[config.mk]
export PLATFORM = sky130hd
export DESIGN_NAME = cx_multadd_sched
export DESIGN_NICKNAME = d
export VERILOG_FILES = /design/src/rtl/cx_multadd_pkg.sv /design/src/rtl/rr_arbiter.sv /design/src/rtl/cx_multadd_sched.sv
export SDC_FILE = /design/constraint.sdc
export NUM_CORES = 1
export LEC_CHECK = 0
export ABC_AREA = 0
export BUFFER_PORTS_ARGS = -buffer_cell sky130_fd_sc_hd__buf_2
export CORE_AREA = 3 3 161 163
export CTS_CLUSTER_DIAMETER = 50
export DETAILED_ROUTE_END_ITERATION = 8
export DIE_AREA = 0 0 164 166
export HOLD_SLACK_MARGIN = 0.12
export MAX_ROUTING_LAYER = met4
export PLACE_DENSITY = 0.52
export SYNTH_ARGS = -nofsm -noshare
export SYNTH_HDL_FRONTEND = slang
export SYNTH_HIERARCHICAL = 1
export SYNTH_SLANG_ARGS = --single-unit
[constraint.sdc]
create_clock -name clk -period 4 [get_ports clk]
set_input_delay 0.4 -clock clk [delete_from_list [all_inputs] [get_ports clk]]
set_output_delay 0.4 -clock clk [all_outputs]
set_load 0.02 [all_outputs]
[src/rtl/cx_multadd_pkg.sv]
// Shared types and constants for the complex multiply-add datapath and its scheduler.
package cx_multadd_pkg;

    localparam int unsigned WIDTH       = 8;
    localparam int unsigned PHASE_WIDTH = 15;
    localparam int unsigned FRAC        = 14;
    localparam int unsigned MAC_WIDTH   = 24;
    localparam int unsigned CXMA_LAT    = 7;
    // Binary-point shift applied to C before it is added to A*B.
    localparam int unsigned ALIGN_BP    = FRAC;

    typedef logic signed [WIDTH-1:0]       sample_t;
    typedef logic signed [PHASE_WIDTH-1:0] phase_t;
    typedef logic signed [MAC_WIDTH-1:0]   mac_t;

    typedef enum logic [1:0] {IDLE, ACTIVE, DRAIN, HELD} sched_state_t;

endpackage

[src/rtl/rr_arbiter.sv]
// Combinational round-robin arbiter: grants the first requester after ptr, wrapping modulo N.
module rr_arbiter #(
    parameter int unsigned N = 4,
    localparam int unsigned IW = (N > 1) ? $clog2(N) : 1
) (
    input  logic [N-1:0]  req,
    input  logic [IW-1:0] ptr,
    output logic [N-1:0]  grant,
    output logic [IW-1:0] idx
);

    logic          found;
    logic [IW-1:0] cand;

    always_comb begin
        grant = '0;
        idx   = '0;
        found = 1'b0;
        cand  = '0;
        for (int unsigned k = 1; k <= N; k++) begin
            cand = IW'((32'(ptr) + k) % N);
            if (!found && req[cand]) begin
                found       = 1'b1;
                grant[cand] = 1'b1;
                idx         = cand;
            end
        end
    end

endmodule

[src/rtl/cx_multadd_sched.sv]
// Round-robin scheduler sharing one complex multiply-add pipe between NREQ requesters.
// Optional CXMA_SCHED_STATS_EN adds per-requester grant counters and a hold-cycle counter.
module cx_multadd_sched
    import cx_multadd_pkg::*;
#(
    parameter int unsigned NREQ = 4,
    parameter int unsigned LAT  = CXMA_LAT,
    parameter int unsigned AW   = WIDTH,
    parameter int unsigned BW   = PHASE_WIDTH,
    parameter int unsigned RW   = MAC_WIDTH,
    localparam int unsigned IW  = (NREQ > 1) ? $clog2(NREQ) : 1
) (
    input  logic              clk,
    input  logic              rst,
    input  logic [NREQ-1:0]   req_valid,
    output logic [NREQ-1:0]   req_ready,
    input  logic [NREQ*AW-1:0] req_a_re,
    input  logic [NREQ*AW-1:0] req_a_im,
    input  logic [NREQ*BW-1:0] req_b_re,
    input  logic [NREQ*BW-1:0] req_b_im,
    input  logic [NREQ*AW-1:0] req_c_re,
    input  logic [NREQ*AW-1:0] req_c_im,
    input  logic              hold,
    output logic              hold_ack,
    output logic              busy,
    output logic [AW-1:0]     op_a_re,
    output logic [AW-1:0]     op_a_im,
    output logic [BW-1:0]     op_b_re,
    output logic [BW-1:0]     op_b_im,
    output logic [AW-1:0]     op_c_re,
    output logic [AW-1:0]     op_c_im,
    input  logic [RW-1:0]     mac_re,
    input  logic [RW-1:0]     mac_im,
    output logic              res_valid,
    output logic [IW-1:0]     res_id,
    output logic [RW-1:0]     res_re,
    output logic [RW-1:0]     res_im
`ifdef CXMA_SCHED_STATS_EN
    ,
    output logic [NREQ*32-1:0] stat_grants,
    output logic [31:0]        stat_hold_cycles
`endif
);

    sched_state_t  state_q, state_d;
    logic [IW-1:0] ptr_q;
    logic [IW-1:0] arb_idx;
    logic [NREQ-1:0] arb_grant;
    logic          grant_en;
    logic          xfer;
    logic [LAT:0]  tag_vld_q, tag_vld_d;
    logic [IW-1:0] tag_id_q [LAT+1];
    logic          busy_d;

    rr_arbiter #(.N(NREQ)) u_arb (
        .req   (req_valid),
        .ptr   (ptr_q),
        .grant (arb_grant),
        .idx   (arb_idx)
    );

    assign grant_en  = !rst && !hold && (state_q == IDLE || state_q == ACTIVE);
    assign req_ready = grant_en ? arb_grant : '0;
    assign xfer      = |req_ready;
    // Stage 0 is the issue register; stage LAT lines up with mac_* for that op.
    assign tag_vld_d = {tag_vld_q[LAT-1:0], xfer};
    assign busy_d    = |tag_vld_d;
    assign busy      = |tag_vld_q;

    // Transitions look at next-cycle occupancy so HELD coincides with busy falling.
    always_comb begin
        state_d = state_q;
        unique case (state_q)
            IDLE:    if (hold) state_d = HELD;
                     else if (xfer) state_d = ACTIVE;
            ACTIVE:  if (hold) state_d = DRAIN;
                     else if (!busy_d) state_d = IDLE;
            DRAIN:   if (!hold) state_d = ACTIVE;
                     else if (!busy_d) state_d = HELD;
            HELD:    if (!hold) state_d = IDLE;
            default: state_d = IDLE;
        endcase
    end

    always_ff @(posedge clk) begin
        if (rst) begin
            state_q   <= IDLE;
            hold_ack  <= 1'b0;
            ptr_q     <= IW'(NREQ - 1);
            tag_vld_q <= '0;
            for (int j = 0; j <= int'(LAT); j++) tag_id_q[j] <= '0;
            op_a_re   <= '0;
            op_a_im   <= '0;
            op_b_re   <= '0;
            op_b_im   <= '0;
            op_c_re   <= '0;
            op_c_im   <= '0;
            res_valid <= 1'b0;
            res_id    <= '0;
            res_re    <= '0;
            res_im    <= '0;
        end else begin
            state_q   <= state_d;
            hold_ack  <= (state_d == HELD);
            if (xfer) ptr_q <= arb_idx;
            tag_vld_q   <= tag_vld_d;
            tag_id_q[0] <= xfer ? arb_idx : '0;
            for (int j = 1; j <= int'(LAT); j++) tag_id_q[j] <= tag_id_q[j-1];
            // Idle issue slots feed zeros so the shared pipe computes 0.
            op_a_re   <= xfer ? req_a_re[arb_idx*AW +: AW] : '0;
            op_a_im   <= xfer ? req_a_im[arb_idx*AW +: AW] : '0;
            op_b_re   <= xfer ? req_b_re[arb_idx*BW +: BW] : '0;
            op_b_im   <= xfer ? req_b_im[arb_idx*BW +: BW] : '0;
            op_c_re   <= xfer ? req_c_re[arb_idx*AW +: AW] : '0;
            op_c_im   <= xfer ? req_c_im[arb_idx*AW +: AW] : '0;
            res_valid <= tag_vld_q[LAT];
            res_id    <= tag_vld_q[LAT] ? tag_id_q[LAT] : '0;
            res_re    <= tag_vld_q[LAT] ? mac_re : '0;
            res_im    <= tag_vld_q[LAT] ? mac_im : '0;
        end
    end

`ifdef CXMA_SCHED_STATS_EN
    logic [31:0] grant_cnt_q [NREQ];
    logic [31:0] hold_cnt_q;

    always_ff @(posedge clk) begin
        if (rst) begin
            for (int i = 0; i < int'(NREQ); i++) grant_cnt_q[i] <= '0;
            hold_cnt_q <= '0;
        end else begin
            for (int i = 0; i < int'(NREQ); i++) begin
                if (req_ready[i]) grant_cnt_q[i] <= grant_cnt_q[i] + 32'd1;
            end
            if (state_q == DRAIN || state_q == HELD) hold_cnt_q <= hold_cnt_q + 32'd1;
        end
    end

    always_comb begin
        stat_grants = '0;
        for (int i = 0; i < int'(NREQ); i++) stat_grants[i*32 +: 32] = grant_cnt_q[i];
    end

    assign stat_hold_cycles = hold_cnt_q;
`endif

endmodule
; Yosys cells after proc, flatten, opt, wreduce, memory -nomap -nowiden
; Memories as Yosys holds them, arrays and structs flattened. A register that Yosys moved wholly into a read port is not among the register bits.
; Index checks and enable logic that the tools add are counted.
[totals]
input_bits = 303
regBits = 124
mem_count = 1
elab_cells = 119
ram_bits = 16
[classes]
mul = 1
n_addsub = 4
mux = 48
order_cmp = 8
shift = 6
n_eq_ne = 4
n_reduce_logical = 21
n_bitwise = 13
[mem_list]
columns = memory, depth, width, rd, rd_clocked_by_memory_dff, wr, line_no
row1 = tag_id_q, 8, 2, 8, 1, 8, cx_multadd_sched.sv:52  ; logic [IW-1:0] tag_id_q [LAT+1];
[ops]
columns = cell, count
row1 = $shiftx 32x6->8, 4
row2 = $shiftx 60x7->15, 2
row3 = $mux 2, 20
row4 = $mux 4, 5
row5 = $mux 1, 14
row6 = $lt 2x3->1 const B, 4
row7 = $or 4x4->4, 3
row8 = $reduce_or 11->1, 1
row9 = $logic_and 1x1->1, 9
row10 = $bmux 1 s2, 4
row11 = $demux 1 s2, 4
row12 = $ge 2x1->1 const B, 4
row13 = $or 1x1->1, 8
row14 = $pmux 2 s4, 1
row15 = $reduce_or 8->1, 1
row16 = $eq 2x2->1 const B, 3
row17 = $mul 2x4->6 const B, 1
row18 = $logic_not 1->1, 5
row19 = $add 2x1->2 const B, 2
row20 = $add 2x2->2 const B, 2
row21 = $reduce_or 2->1, 2
row22 = $reduce_or 4->1, 1
row23 = $eq 2x1->1 const B, 1
row24 = $logic_not 2->1, 1
row25 = 2 further kinds, 3

; Longest topological paths before layout
[logic_depth]
ltp_word = 19
ltp_mapped = 12

; Modules after synthesis
; The synthesis kept the hierarchy.
[by_module_without_submodules]
columns = module, seq_area_each_um2, instances, area_per_inst_um2, cells_per_inst
row1 = cx_multadd_sched, 2842.7, 1, 5487.8, 403
row2 = rr_arbiter, 0.0, 1, 545.5, 68

; Worst setup path before layout
; Ideal clock, no wire load.
[synth_timing]
kind = flip-flop to flip-flop
start = register ptr_q[0]
end = register ptr_q[0]
t_arrival_ns = 3.026
slack_ns = 0.855
setup_ns = 0.119
path_stages_with_launch = 13
synth_period_minus_slack_ns = 3.145
cell_sequence = dfxtp_1 > buf_4 > inv_1 > ha_1 > buf_4 > mux4_2 > nand2_1 > o21ai_0 > a221o_2 > or4_4 > buf_6 > and3_4 > o21bai_1
[synth_between]
elab_chain_len = 15
[synth_lines]
columns = element, line_no
row1 = start: declaration, cx_multadd_sched.sv:46  ; logic [IW-1:0] ptr_q;
row2 = start signal: assignment, cx_multadd_sched.sv:89  ; ptr_q <= IW'(NREQ - 1);
row3 = start signal: assignment, cx_multadd_sched.sv:105  ; if (xfer) ptr_q <= arb_idx;
row4 = "parallel branches: the longest is 12 deep, another holds $lt 2x3->1", n/a
row5 = $mux 4 *, rr_arbiter.sv:22  ; if (!found && req[cand]) begin
row6 = net arb_grant[0], cx_multadd_sched.sv:48  ; logic [NREQ-1:0] arb_grant;
row7 = $mux 4 *, cx_multadd_sched.sv:63  ; assign req_ready = grant_en ? arb_grant : '0;
row8 = $reduce_or 4->1 *, cx_multadd_sched.sv:64  ; assign xfer = |req_ready;
; Mark *: on every way through the listed nets, which the timed path passes. The select of a mux whose other input is x is not followed.
; A chain may end at the register's enable or synchronous reset.

; Worst setup path in the final report
[layout_timing]
start = register ptr_q[1]
end = register ptr_q[0]
; The elaborated chain is that of the path after synthesis.

==> impl_metrics.ini <==
[synthesis]
synth_top_family_by_area = multiplexers
synth_top_area_share_pct = 47.12
ys_top_cells_by_count = 142 x dfxtp_1, 64 x mux4_2, 62 x and3_1
postSynthAreaPerCell_um2 = 12.81
yosys_warnings = 6
synthFlopType = dfxtp_1
synth_top_area_cell = dfxtp_1
yosysSeqAreaShare_pct = 47.12
yosysUniqueCellTypes = 44
synth.ff_latch_count = 142
yosys.area_share.simple_pct = 18.60
synthAdderAreaFrac_pct = 1.659
synth_edf_count = 0
synth-xor-area-share_pct = 0
synthesis.area_um2 = 6033
synth.mux.area_fraction_pct = 24.24
synth-compound-area-share_pct = 3.857
yosysMostFrequentCell = dfxtp_1
async_flop_share_pct = 0
synth_nets = 782
synth_area_leaders = dfxtp_1 47%, mux4_2 24%, and3_1 6.4%, and2_1 5.7%, nor2b_1 2.8%
synth_cells = 471

[global_routing]
grt_max_degree = 68
overflow = 0
track_usage_pct = 15.69
grt_pass1_wl_um = 32060
antenna_found_initial = 2
grt_pass1_vias = 5546

[setup_path]
end_kind = flop
critPathMaxFanout = 67
r2r-start = ptr_q[1]$_SDFFE_PP1P_
critPathArrivalTime_ns = 3.64
timing.rr.end = ptr_q[0]$_SDFFE_PP1P_
critPathTopFamily = simple AND/OR/NAND/NOR gates
critical_path_required_ns = 4.30
start_kind = flop
cp_slowest_stage_delay_ns = 0.86
cp_num_buf_inv = 1
endpoint = ptr_q[0]$_SDFFE_PP1P_
crit_chain = inv_1 > ha_1 > mux4_2 > nand2_1 > o21ai_0 > a221o_2 > or4_4 > and3_4 > o21bai_1
crit_type = flop to flop
critPathLaunch = ptr_q[1]$_SDFFE_PP1P_
r2r_slack_ns = 0.66
cpMaxStageDelayCell = or4_4
path_depth = 9
rr_worst_depth = 9

[cts]
post_cts_resized = 0
clk_pin_slew_ns = 0.07
cts_tree = done
clock_latency_ns = 0.42
post_cts_buffers = 0
cts_buffer_depth = 2
root_buffer = clkbuf_16
cts_buffers = 17
htreeDepth = 4
cts_hold_buffers = 0
cts.sinks = 142

[pwr]
seq_power_share_pct = 27.0
clockPowerShare_pct = 25.7
power.internal_mw = 3.807
p_switching_mw = 2.307
switching_share_pct = 37.73
p_leak_nw = 4.520
ir_drop_v = 0.0004171
power.share.combinational_pct = 47.3
power_per_cell_area_nw_per_um2 = 680.8

[placement]
place.detailed.hpwl_um = 16640
dpl.cell_count = 1184
port_buffers = 421
dpl_worst_slack_ns = 0.6688
gp_congestion = 0.8491

[run]
cap_violations = 0

[timing]
slew_viol_final = 0
worst_slack_ns = 0.6609
period_share_pct = 83.48
setup_viol = 0
finalHoldViolCount = 0
setup-tns-final_ns = 0
hold_slack_ns = 0.1815
slew_headroom_pct = 55.88
max_freq_ghz = 0.2995
rsz0062_at_grt = no
fin_crit_ns = 3.339
fin_skew_ns = 0.01066
worst_pin_slew_ns = 0.6618

[layout]
syn_to_final_growth_pct = 48.86
final_nets = 1190
finalNonFillerCells = 1218
drive_gt1_share_pct = 60.76

[floorplan]
core_area_um2 = 24460
initial_core_util_pct = 24.66
ios = 422
die_area_um2 = 27220
die_h_um = 166
dieWidth_um = 164
rows = 57

[routing]
drc = 0
drt-total-wl_um = 21330
dr.pass1.iters = 4
vias = 5370
vias_per_cell = 4.409
dr.first_iter.drc_count = 215
drtAntennaViolNets = 0
wl_per_cell_um = 17.51

[status]
status = finished clean

[hold_path]
hp-class = input pin to flop
through the flow:
stage	util (%)	total power, mW	cell area, um^2
floorplan	-	3.954	6033
global placement	34.28	4.613	8387
detailed placement	34.28	4.626	8387
CTS	36.69	6.251	8976
global route	36.71	6.529	8981
finish	36.71	6.114	8981
kinds of logic (layout without fill, tap and decap cells):
family                     after synthesis  in the layout
buffers and inverters                   45            466
AOI/OAI and AO/OA                       29             29
DFF                                    142            142
adders and majority gates                8              8
other                                    0              2
muxes                                   66             66
and+or+nand+nor                        181            181
final cells by class:
cell class,count,area (um^2)
inverters,4,15.01
fillers,2446,15480
repair buffers,430,2187
clock inverters,15,163.9
well taps,324,405.4
diodes,2,5.005
multi-input cells,284,2937
clock buffers,17,425.4
flip-flops and latches,142,2843
routing by layer:
layer | share of wire (%) | up-vias | wire, um | track usage, %
met5 | 0 | - | 0 | -
met4 | 1.4 | 0 | 306 | 4.156
met3 | 7.3 | 22 | 1553 | 3.667
met2 | 52 | 245 | 11160 | 27.29
met1 | 39 | 2553 | 8310 | 18.06
li1 | - | 2550 | - | -
power groups by stage:
stage	Combinational, mW	Sequential [mW]	Clock (mW)
after floorplan	2.06	1.89	0
after global placement	2.93	1.68	0
after detailed placement	2.94	1.68	0
after CTS	2.95	1.65	1.65
after global routing	3.16	1.67	1.70
final	2.89	1.65	1.57
worst register-to-register path, delay by kind of cell, from the launching register on:
kind	cells	cell delay [ns]
DFF	1	0.33
adders and majority gates	1	0.50
muxes	1	0.43
AOI/OAI and AO/OA	3	0.55
and+or+nand+nor	3	1.29
buffers and inverters	1	0.12
state kept, by name, indices dropped and copies added, names as in the netlist:
| signal | flops |
|---|---|
| op_c_re | 8 |
| state_q | 2 |
| tag_vld_q | 8 |
| op_b_im | 15 |
| op_a_re | 8 |
| res_im | 24 |
| tag_id_q | 16 |
| op_c_im | 8 |
| res_valid | 1 |
| op_a_im | 8 |
| op_b_re | 15 |
| res_id | 2 |
| res_re | 24 |
| hold_ack | 1 |
| ptr_q | 2 |
cells in the final DEF (no fill, tap or decap), types with 2 or more instances in the layout:
master      instances
ha_1                8
o21ai_0             7
diode_2             2
nand2_1            13
inv_1               4
inv_6               4
inv_8               5
nor3_1              3
clkbuf_16          17
clkinv_8            3
buf_4               8
clkinvlp_4          2
buf_2             421
a22oi_1             3
nor2b_1            26
and2_1             55
a221o_2             4
and3_4              2
o211ai_1            3
nand3b_1            3
and3_1             62
nor2_1              5
dfxtp_1           142
mux4_2             64
o21bai_1            2
worst min-delay path by stage:
stage / startpoint / endpoint / slack, ns / depth (start not counted)
6_report: mac_re[7] / res_re[7]$_SDFF_PP0_ / 0.18 / 2
4_1_cts: mac_im[5] / res_im[5]$_SDFF_PP0_ / 0.15 / 2
5_1_grt: mac_re[11] / res_re[11]$_SDFF_PP0_ / 0.16 / 2
3_5_place_dp: tag_id_q[7][1]$_SDFF_PP0_ / res_id[1]$_SDFF_PP0_ / 0.41 / 1
2_1_floorplan: tag_id_q[7][0]$_SDFF_PP0_ / res_id[0]$_SDFF_PP0_ / 0.41 / 1
3_3_place_gp: tag_id_q[7][1]$_SDFF_PP0_ / res_id[1]$_SDFF_PP0_ / 0.42 / 1
Power figures use the tool's default switching activity.
